**src/rtl/pc_isp_if.sv**
```systemverilog
// Prefetch-facing bundle for the program counter / return-address stack.
// The prefetch stage is the master: it issues loads and calls and receives the PC and stack status.
interface pc_isp_if #(
    parameter int MINSTW = 8,
    parameter int SPW    = 3
);
    logic              en;
    logic              pc_load;
    logic              isp_push;
    logic              isp_pop;
    logic [MINSTW-1:0] load_addr;
    logic              clr_err;
    logic [MINSTW-1:0] addr;
    logic [SPW:0]      depth;
    logic              stk_full;
    logic              stk_empty;
    logic              stk_ovf;
    logic              stk_unf;

    modport master (
        output en, pc_load, isp_push, isp_pop, load_addr, clr_err,
        input  addr, depth, stk_full, stk_empty, stk_ovf, stk_unf
    );

    modport slave (
        input  en, pc_load, isp_push, isp_pop, load_addr, clr_err,
        output addr, depth, stk_full, stk_empty, stk_ovf, stk_unf
    );
endinterface

```
**src/rtl/pc_isp.sv**
```systemverilog
// Program counter with return-address stack: sequential advance, jump, call/return,
// and sticky overflow/underflow flags.
module pc_isp #(
    parameter int MINSTW = 8,
    parameter int SDEPTH = 8,
    parameter int SPW    = 3
) (
    input  logic       clk,
    input  logic       rst,
    pc_isp_if.slave    bus
);

    logic [MINSTW-1:0] addr_q;
    logic [MINSTW-1:0] addr_nxt;
    logic [MINSTW-1:0] addr_inc;
    logic [MINSTW-1:0] top;
    logic [SPW:0]      depth_q;
    logic [SPW:0]      depth_nxt;
    logic [MINSTW-1:0] stack_mem [SDEPTH];
    logic [SPW-1:0]    top_idx;
    logic [SPW-1:0]    push_idx;
    logic              empty;
    logic              full;
    logic              ret_req;
    logic              call_req;
    logic              do_pop;
    logic              do_push;
    logic              do_swap;
    logic              unf_evt;
    logic              ovf_evt;
    logic              ovf_q;
    logic              unf_q;

    assign empty    = (depth_q == '0);
    assign full     = (depth_q == (SPW+1)'(SDEPTH));
    assign addr_inc = addr_q + 1'b1;
    assign top_idx  = SPW'(depth_q - 1'b1);
    assign push_idx = depth_q[SPW-1:0];
    assign top      = stack_mem[top_idx];

    // Stack operations only count when qualified by pc_load.
    assign ret_req  = bus.pc_load & bus.isp_pop;
    assign call_req = bus.pc_load & bus.isp_push & ~bus.isp_pop;
    assign do_pop   = ret_req & ~bus.isp_push & ~empty;
    assign do_swap  = ret_req & bus.isp_push & ~empty;
    assign unf_evt  = ret_req & empty;
    assign do_push  = call_req & ~full;
    assign ovf_evt  = call_req & full;

    always_comb begin
        addr_nxt = addr_inc;
        if (ret_req && !empty)
            addr_nxt = top;
        else if (bus.pc_load && !bus.isp_pop)
            addr_nxt = bus.load_addr;
    end

    always_comb begin
        depth_nxt = depth_q;
        if (do_push)
            depth_nxt = depth_q + 1'b1;
        else if (do_pop)
            depth_nxt = depth_q - 1'b1;
    end

    always_ff @(posedge clk or negedge rst) begin
        if (!rst) begin
            addr_q  <= '0;
            depth_q <= '0;
        end else if (bus.en) begin
            addr_q  <= addr_nxt;
            depth_q <= depth_nxt;
        end
    end

    // clr_err is honoured even while stalled; a same-cycle set wins over the clear.
    always_ff @(posedge clk or negedge rst) begin
        if (!rst) begin
            ovf_q <= 1'b0;
            unf_q <= 1'b0;
        end else begin
            ovf_q <= (ovf_q & ~bus.clr_err) | (bus.en & ovf_evt);
            unf_q <= (unf_q & ~bus.clr_err) | (bus.en & unf_evt);
        end
    end

    // Stack storage has no reset; depth alone defines which entries are valid.
    always_ff @(posedge clk) begin
        if (bus.en) begin
            if (do_push)
                stack_mem[push_idx] <= addr_inc;
            else if (do_swap)
                stack_mem[top_idx] <= addr_inc;
        end
    end

    assign bus.addr      = addr_q;
    assign bus.depth     = depth_q;
    assign bus.stk_full  = full;
    assign bus.stk_empty = empty;
    assign bus.stk_ovf   = ovf_q;
    assign bus.stk_unf   = unf_q;

endmodule
```
**src/flat_wrapper.sv**
```systemverilog
// flat-port wrapper written by rule: the top's interface ports become plain ports
module pc_isp_flat 
#(
    parameter int MINSTW = 8,
    parameter int SDEPTH = 8,
    parameter int SPW    = 3
)
  (clk, rst, bus_en, bus_pc_load, bus_isp_push, bus_isp_pop, bus_load_addr, bus_clr_err, bus_addr, bus_depth, bus_stk_full, bus_stk_empty, bus_stk_ovf, bus_stk_unf);
  pc_isp_if #(.MINSTW(MINSTW), .SPW(SPW)) bus_i ();
  input  logic clk;
  input  logic rst;
  input wire logic [$bits(bus_i.en)-1:0] bus_en;
  input wire logic [$bits(bus_i.pc_load)-1:0] bus_pc_load;
  input wire logic [$bits(bus_i.isp_push)-1:0] bus_isp_push;
  input wire logic [$bits(bus_i.isp_pop)-1:0] bus_isp_pop;
  input wire logic [$bits(bus_i.load_addr)-1:0] bus_load_addr;
  input wire logic [$bits(bus_i.clr_err)-1:0] bus_clr_err;
  output wire logic [$bits(bus_i.addr)-1:0] bus_addr;
  output wire logic [$bits(bus_i.depth)-1:0] bus_depth;
  output wire logic [$bits(bus_i.stk_full)-1:0] bus_stk_full;
  output wire logic [$bits(bus_i.stk_empty)-1:0] bus_stk_empty;
  output wire logic [$bits(bus_i.stk_ovf)-1:0] bus_stk_ovf;
  output wire logic [$bits(bus_i.stk_unf)-1:0] bus_stk_unf;
  assign bus_i.en = bus_en;
  assign bus_i.pc_load = bus_pc_load;
  assign bus_i.isp_push = bus_isp_push;
  assign bus_i.isp_pop = bus_isp_pop;
  assign bus_i.load_addr = bus_load_addr;
  assign bus_i.clr_err = bus_clr_err;
  assign bus_addr = bus_i.addr;
  assign bus_depth = bus_i.depth;
  assign bus_stk_full = bus_i.stk_full;
  assign bus_stk_empty = bus_i.stk_empty;
  assign bus_stk_ovf = bus_i.stk_ovf;
  assign bus_stk_unf = bus_i.stk_unf;
  pc_isp #(.MINSTW(MINSTW), .SDEPTH(SDEPTH), .SPW(SPW)) u_core (.clk(clk), .rst(rst), .bus(bus_i));
endmodule
```
**config.mk**
```make
export PLATFORM = sky130hd
export DESIGN_NAME = pc_isp_flat
export DESIGN_NICKNAME = d
export VERILOG_FILES = /design/src/rtl/pc_isp_if.sv /design/src/rtl/pc_isp.sv /design/src/flat_wrapper.sv
export SDC_FILE = /design/constraint.sdc
export NUM_CORES = 1
export LEC_CHECK = 0
export CORE_MARGIN = 5
export CORE_UTILIZATION = 30
export CTS_CLUSTER_SIZE = 10
export DETAILED_ROUTE_END_ITERATION = 10
export PLACE_DENSITY = 0.54
export SLEW_MARGIN = 20
export SYNTH_ARGS = -nofsm -noshare
export SYNTH_HDL_FRONTEND = slang
export SYNTH_SLANG_ARGS = --single-unit
```
**constraint.sdc**
```tcl
create_clock -name clk -period 8.8 [get_ports clk]
set_clock_uncertainty 0.2 [all_clocks]
set_input_delay 1.76 -clock clk [delete_from_list [all_inputs] [get_ports clk]]
set_output_delay 1.76 -clock clk [all_outputs]
set_load 0.02 [all_outputs]
```
==> results.md, run 1 <==
- Status: finished, final reports clean
- Setup WS pre-CTS: 4.328 ns
- Number of antenna violations at the first check in global routing: 0
- Setup violators final: 0
- Max cap viols: 0
- Count of cell types in the netlist: 51
- Power Density: 365.1 mW/mm2
- Hpwl dp: 6320 um
- Num CTS Buffers: 9
- Combinational group share of total power: 41.5%
- Chip height: 120.2 um
- Largest area contributor in the netlist: edfxtp_1
- P_sw: 0.6073 mW
- Setup Total Neg Slack: 0 ns
- Starting Density: 30.47%
- Worst-path clk slew: 0.06 ns
- Die Wd: 120.2 um
- Slew headroom: 24.72%
- Port bufs: 30
- CTS sink count: 78
- Core footprint: 0.01196 mm2
- Flop2flop setup slack: 5.33 ns
- Final Total Pwr: 1.600 mW
- N_diodes: 0
- Post-DR wirelength/cell: 19.03 um
- Avg Cell Area, Syn: 12.83 um2
- Final nets: 331
- Vias: 2360
- Syn nets: 302
- Boundary Pins: 31
- Worst hold-check path type: reg2reg
- Critical path type: reg2out
- Final worst-path cycle share: 53.92%
- Hold_buf cts: 0
- Synth Cell Area: 0.003645 mm2
- Fin. Hold Viols: 0
- Via/cell ratio: 5.075
- Fin crit period: 4.745 ns
- Max Fclk: 0.2107 GHz
- Share of layout cells above drive strength 1: 10.06%
- Final worst setup slack: 4.055 ns
- H-tree Lvls: 3
- Synth top area share: 52.73%
- Gr usage total: 12.84%
- Leakage: 1.562 nW
- Clk buf depth: 2
- Crit path arrival time: 2.79 ns
- Worst vdd ir: 0.1251 mV
- CP startpoint kind: flip-flop
- Max-slew violation count: 0
- Clk Latency, worst-skew pair: 0.33 ns
- Clock power frac: 24.2%
- Area Overhead vs Synth: 20.25%
- ANT nets after route: 0
- YS warnings: 0
- WHS: 0.3313 ns
- WP data required: 6.84 ns
- Initial drt markers: 230
- Die area: 0.01445 mm2
- # DRC: 0
- Cell row count: 40
- RSZ-0062 raised after global routing: false
- Most used DFF post-synth: edfxtp_1
- Placer Congestion: 0.8727
- Synth cell count leaders: edfxtp_1 (64), nand2_1 (23), mux2i_1 (22)
- Internal power: 0.9929 mW
- CP endpoint kind: primary output
- Root buffer cell: clkbuf_16
- Drt pass-1 iters: 4
- Sequential share of power: 34.3%
- Post-CTS Setup Bufs: 0
- Yosys reg bits: 78
- Sequential fraction of the synthesis area: 62.34%
- Vias in the first global route: 2497
- Largest net degree at the start of global routing: 28
- Grt total ovfl: 0
- First-pass GRT wire length: 14060 um
- Synth area leaders: edfxtp_1 (53%), dfrtp_1 (9.6%), mux2i_1 (6.0%)
- Worst-margin pin slew: 1.121 ns
- Post-synth EDFFs: 64
- # resized after CTS: 0
- CTS tree: yes
- Sw frac: 37.95%
- Synth Instances: 284
- FFs w/ async S/R, synth: 17.95%
- Max Fanout on Critical Path: 21
- Most common cell in the synthesized netlist: edfxtp_1
- WL final: 8847 um
-- routing by layer --
metal / GRT usage (%) / vias up / part of all wire (%)
li1: - / 1125 / -
met1: 17.66 / 1162 / 46
met2: 20.20 / 61 / 47
met3: 2.058 / 12 / 5.3
met4: 5.453 / 0 / 2.1
met5: 0 / - / 0
-- power by group through the flow --
stage | clock network [mW] | registers [mW] | logic (mW)
detailed placement | 0 | 0.557 | 0.667
global route | 0.416 | 0.557 | 0.724
global placement | 0 | 0.556 | 0.666
CTS | 0.397 | 0.550 | 0.672
finish | 0.388 | 0.549 | 0.664
floorplan | 0 | 0.569 | 0.425
-- sequential cells by signal (all words and copies together), names as in the netlist --
name and count:
u_core.bus.stk_ovf 1, u_core.bus.depth 4, u_core.bus.stk_unf 1, u_core.bus.addr 8, u_core.stack_mem 64
-- critical path: stages (launching register included) --
cell,delay [ns]
dfrtp_1,0.35
buf_4,0.22
inv_1,0.19
ha_1,0.38
or3b_1,0.56
inv_8,0.13
clkdlybuf4s50_1,0.61
-- worst paths after layout --
check	end	cells past startpoint	startpoint
worst min-delay path	u_core.bus.stk_unf	2	u_core.bus.stk_unf
worst max-delay path	bus_stk_empty	6	u_core.bus.depth[0]
worst max register to register	u_core.stack_mem[4][2]	9	u_core.bus.depth[0]
max in group asynchronous	u_core.bus.addr[2]	1	rst
min in group asynchronous	u_core.bus.stk_unf	1	rst
worst min register to register	u_core.bus.stk_unf	2	u_core.bus.stk_unf
-- per-stage QoR --
step	utilization (%)	instance area (um2)	instances
2_1_floorplan	-	3645	284
3_5_place_dp	34.01	4068	449
3_3_place_gp	34.01	4068	449
6_report	36.64	4383	465
4_1_cts	36.64	4383	465
5_1_grt	36.64	4383	465
-- cells in the final DEF, fill, tap and decap left out, drive strengths merged, types with 6 or more instances in the layout --
cell	Yosys	routed
edfxtp	64	64
clkdlybuf4s50	0	30
nand2	25	25
mux2i	22	22
nor2	19	19
nand3	17	17
dfrtp	14	14
inv	13	13
a21oi	11	11
clkbuf	5	10
o21ai	10	10
a22oi	8	8
xnor2	7	7
nand4	7	7
nor3	6	6
-- kinds of logic after synthesis --
logic type      Yosys count  synth area share (%)
simple gates             89                 12.02
buf+inv                  28                 3.844
mux                      28                 9.132
xor+xnor                 11                 2.643
fa+ha+maj                 3                 1.030
compound gates           47                 8.995
flops                    78                 62.34
-- layout make-up --
class | instances | area [um2]
repair buffers | 33 | 322.8
flip-flops and latches | 78 | 2272
multi-input cells | 178 | 1232
clock inverters | 6 | 86.33
clock buffers | 10 | 229.0
well taps | 147 | 183.9
inverters | 13 | 56.30
fillers | 1151 | 7579
No activity file was read; power rests on OpenSTA's default activity.
==> inputs of run 2 (changes only) <==
==> constraint.sdc (replaced) <==
create_clock -name clk -period 4.65 [get_ports clk]
set_clock_uncertainty 0.2 [all_clocks]
set_input_delay 0.93 -clock clk [delete_from_list [all_inputs] [get_ports clk]]
set_output_delay 0.93 -clock clk [all_outputs]
set_load 0.02 [all_outputs]
==> results.md, run 2 (same netlist as run 1, synthesis figures left out) <==
- Final Core Density: 36.30%
- Hold_sp: u_core.bus.stk_unf
- Setup violators final: 0
- Drt pass-1 iters: 4
- Starting Density: 30.47%
- CP endpoint kind: primary output
- Non-Filler Instances: 466
- R2r startpoint: u_core.bus.depth[1]
- WP data required: 3.52 ns
- RSZ-0062 raised after global routing: false
- Largest net degree at the start of global routing: 24
- Largest reg by FF count: u_core.stack_mem
- Initial drt markers: 233
- Worst vdd ir: 0.2320 mV
- Die area: 0.01445 mm2
- Worst hold-check path type: reg2reg
- Leakage: 1.539 nW
- Critical path type: reg2out
- Fin. Hold Viols: 0
- Post-CTS Setup Bufs: 0
- # resized after CTS: 0
- Setup Total Neg Slack: 0 ns
- Worst-path clk slew: 0.06 ns
- CP startpoint kind: flip-flop
- Final worst-path cycle share: 80.33%
- Worst-margin pin slew: 1.043 ns
- Placer Congestion: 0.8167
- Final nets: 332
- Commonest non-fill, non-tap cell in the layout: edfxtp_1
- Port bufs: 30
- Share of layout cells above drive strength 1: 10.34%
- CP Cell Sequence: inv_1 -> ha_1 -> or3b_1 -> inv_8 -> clkdlybuf4s50_1
- Critical Path Source: u_core.bus.depth[1]
- CP Buf/Inv Count: 3
- Hpwl dp: 6411 um
- Number of antenna violations at the first check in global routing: 0
- Root buffer cell: clkbuf_16
- Placed instance count: 450
- Status: finished, final reports clean
- Max Fanout on Critical Path: 9
- Slowest CP cell: clkdlybuf4s50_1
- Top delay family on crit path: buffers and inverters
- Clk Latency, worst-skew pair: 0.34 ns
- Num CTS Buffers: 9
- First-pass GRT wire length: 14080 um
- FILL cells: 1175
- Area Overhead vs Synth: 19.12%
- Grt total ovfl: 0
- Power Density: 681.4 mW/mm2
- Vias: 2392
- Chip height: 120.2 um
- Post-DR wirelength/cell: 19.31 um
- Clk buf depth: 2
- Number of flip-flops under the largest register name: 64
- Vias in the first global route: 2352
- Cell row count: 40
- ANT nets after route: 0
- WL final: 8999 um
- CTS tree: yes
- Slew headroom: 30.00%
- Boundary Pins: 31
- Hold_buf cts: 0
- Max-slew violation count: 0
- Via/cell ratio: 5.133
- # DRC: 0
- N_diodes: 0
- Core footprint: 0.01196 mm2
- Crit path arrival time: 2.61 ns
- Max Fclk: 0.2677 GHz
- CTS sink count: 78
- Gr usage total: 13.18%
- H-tree Lvls: 3
- Max stage delay on crit path: 0.61 ns
- Fin crit period: 3.735 ns
- Max cap viols: 0
- Die Wd: 120.2 um
- Commonest cells after routing, fill and taps aside: edfxtp_1 (64), clkdlybuf4s50_1 (30), nand2_1 (23)
## run 2: cell count changes in the layout (fill, tap and decap cells not counted)
cell and delta:
inv_6 +1, buf_4 +1, bufinv_16 -2, clkinv_4 -2
clkinv_2 +1, clkinvlp_4 +2
## run 2: stage by stage
step	instance area (um2)	setup WS [ns]	hold slack (ns)	power, mW
after global placement	4075	1.012	0.3206	2.331
after floorplan	3645	1.696	0.3426	1.881
final	4342	0.9145	0.3369	2.958
after detailed placement	4075	0.9471	0.3294	2.343
after CTS	4342	0.8898	0.3386	2.979
after global routing	4342	0.7954	0.3725	3.126
## run 2: worst paths after layout
check	slack, ns	cells past startpoint	end
max reg2reg	1.36	8	u_core.stack_mem[4][0]
min in group asynchronous	0.81	1	u_core.bus.depth[3]
min	0.34	2	u_core.bus.stk_unf
min reg2reg	0.34	2	u_core.bus.stk_unf
max	0.91	5	bus_stk_empty
max in group asynchronous	3.00	1	u_core.bus.addr[4]
## run 2: area by class of cell
class	instances	area, um2	share of cell area, %
Clock inverter	6	37.54	0.8646
Sequential cell	78	2272	52.33
Clock buffer	10	229.0	5.274
Multi-Input combinational cell	178	1232	28.39
Tap cell	147	183.9	4.236
Inverter	13	56.30	1.297
Timing Repair Buffer	34	330.3	7.608
## run 2: tightest hold or removal path: stages, from the launching register on
cell	delay, ns
dfrtp_1	0.38
inv_1	0.05
o22ai_1	0.06
## run 2: where the power goes
| part | total [mW] | switching, mW | internal [mW] |
|---|---|---|---|
| Sequential | 1.04 | 0.0983 | 0.944 |
| Clock | 0.636 | 0.276 | 0.359 |
| Combinational | 1.28 | 0.800 | 0.481 |
| Total | 2.96 | 1.17 | 1.78 |
## run 2: per-layer routing
metal	wire length [um]	vias to the layer above	share of wire [%]	track usage, %
met4	297	0	3.3	5.453
met2	4148	87	46	20.09
met5	0	-	0	0
li1	-	1126	-	-
met1	3986	1161	44	17.99
met3	567	18	6.3	3.274
==> inputs of run 3 (changes only) <==
==> constraint.sdc (replaced) <==
create_clock -name clk -period 3.47 [get_ports clk]
set_clock_uncertainty 0.2 [all_clocks]
set_input_delay 0.694 -clock clk [delete_from_list [all_inputs] [get_ports clk]]
set_output_delay 0.694 -clock clk [all_outputs]
set_load 0.02 [all_outputs]
==> results.md, run 3 (same netlist as run 1, synthesis figures left out) <==
- Status: finished, final reports clean
- Largest reg by FF count: u_core.stack_mem
- Grt total ovfl: 0
- Number of flip-flops under the largest register name: 64
- N_diodes: 0
- Vias: 2434
- Hold_buf cts: 0
- Leakage: 1.591 nW
- Hold Crit Depth: 2
- Max Fclk: 0.3110 GHz
- CTS sink count: 78
- Top delay family on crit path: buffers and inverters
- Hold_sp: u_core.bus.stk_unf
- Gr usage total: 12.35%
- Boundary Pins: 31
- Via/cell ratio: 5.135
- R2r startpoint: u_core.bus.depth[1]
- CTS tree: yes
- Slowest CP cell: clkdlybuf4s50_1
- Crit path arrival time: 2.32 ns
- Post-CTS Setup Bufs: 0
- Clk buf depth: 2
- Root buffer cell: clkbuf_16
- WHS: 0.3320 ns
- Max stage delay on crit path: 0.61 ns
- Initial drt markers: 216
- Fin crit period: 3.216 ns
- Reg2reg path depth: 8
- Die Wd: 120.2 um
- Worst-margin pin slew: 0.8624 ns
- Max cap viols: 0
- CP startpoint kind: flip-flop
- Final nets: 340
- FILL cells: 1158
- Port bufs: 30
- Hold EP: u_core.bus.stk_unf
- Slew headroom: 42.10%
- Worst-path clk slew: 0.07 ns
- Final worst-path cycle share: 92.68%
- RR Endpoint: u_core.stack_mem[6][0]
- Commonest cells after routing, fill and taps aside: edfxtp_1 (64), clkdlybuf4s50_1 (30), nand2_1 (23)
- Vias in the first global route: 2387
- # resized after CTS: 0
- Share of layout cells above drive strength 1: 13.15%
- Die area: 0.01445 mm2
- Max-slew violation count: 0
- CP Buf/Inv Count: 3
- CP endpoint kind: primary output
- Final Total Pwr: 3.963 mW
- # DRC: 0
- Levels on crit path: 5
- Post-DR wirelength/cell: 18.19 um
- Worst vdd ir: 0.2645 mV
- Core footprint: 0.01196 mm2
- Clk Latency, worst-skew pair: 0.33 ns
- Setup violators final: 0
- H-tree Lvls: 3
- Drt pass-1 iters: 4
- Chip height: 120.2 um
- ANT nets after route: 0
- WL final: 8624 um
- Cell row count: 40
- Fin. Hold Viols: 0
- CP Cell Sequence: inv_1 -> ha_1 -> or3b_1 -> inv_8 -> clkdlybuf4s50_1
- Number of antenna violations at the first check in global routing: 0
- Hpwl dp: 6093 um
- Placer Congestion: 0.7945
- Starting Density: 30.47%
- Commonest non-fill, non-tap cell in the layout: edfxtp_1
- Worst hold-check path type: reg2reg
- Num CTS Buffers: 9
- Setup Total Neg Slack: 0 ns
- Power Density: 895.8 mW/mm2
- First-pass GRT wire length: 13890 um
- Critical path type: reg2out
- Largest net degree at the start of global routing: 27
- Area Overhead vs Synth: 21.39%
- Flop2flop setup slack: 0.67 ns
- Max Fanout on Critical Path: 7
- WP data required: 2.58 ns
- RSZ-0062 raised after global routing: false
[run 3: changes by cell type in the layout (fill, tap and decap cells not counted)]
| cell | change |
|---|---|
| clkinv_1 | -1 |
| clkinv_2 | -2 |
| clkinv_4 | +1 |
| inv_8 | +2 |
| inv_6 | +1 |
| buf_4 | +8 |
| clkbuf_1 | -1 |
[run 3: routing by layer]
metal,track usage (%),routed length [um],up-vias
met3,2.058,404,13
met2,18.34,3807,75
met1,18.03,4232,1202
li1,-,-,1144
met5,0,0,-
met4,4.816,178,0
[run 3: how the worst max path moves through the flow]
| stage | startpoint | to | slack, ns |
|---|---|---|---|
| after floorplan | u_core.bus.depth[0] | u_core.stack_mem[0][0] | 0.52 |
| after global placement | bus_en | u_core.stack_mem[6][2] | 0.43 |
| after detailed placement | bus_isp_pop | u_core.stack_mem[6][5] | 0.38 |
| after CTS | u_core.bus.depth[1] | bus_stk_empty | 0.23 |
| after global routing | u_core.bus.depth[1] | bus_stk_empty | 0.16 |
| final | u_core.bus.depth[1] | bus_stk_empty | 0.25 |
[run 3: power by group]
group          leakage, nW  switching [mW]  internal [mW]
Combinational        0.699            1.02          0.651
Sequential           0.756           0.125           1.26
Clock                0.136           0.399          0.500
[run 3: layout make-up]
type	instances	area, um2	area share, %
tap	147	183.9	4.157
clock buffer	9	225.2	5.091
clock inverter	7	63.81	1.442
timing repair buffer	42	390.4	8.824
multi-input combinational	178	1232	27.86
inverter	13	56.30	1.273
sequential	78	2272	51.36
[run 3: worst min-delay path: stages, from the launching register on]
cell and delay (ns):
dfrtp_1 0.37, inv_1 0.06, o22ai_1 0.06
[run 3: through the flow]
step | std cells | worst slack, ns | instance area [um2] | util, %
2_1_floorplan | 284 | 0.5157 | 3645 | -
4_1_cts | 474 | 0.2328 | 4424 | 36.99
5_1_grt | 474 | 0.1624 | 4424 | 36.99
3_3_place_gp | 458 | 0.4269 | 4135 | 34.57
6_report | 474 | 0.2541 | 4424 | 36.99
3_5_place_dp | 458 | 0.3845 | 4135 | 34.57
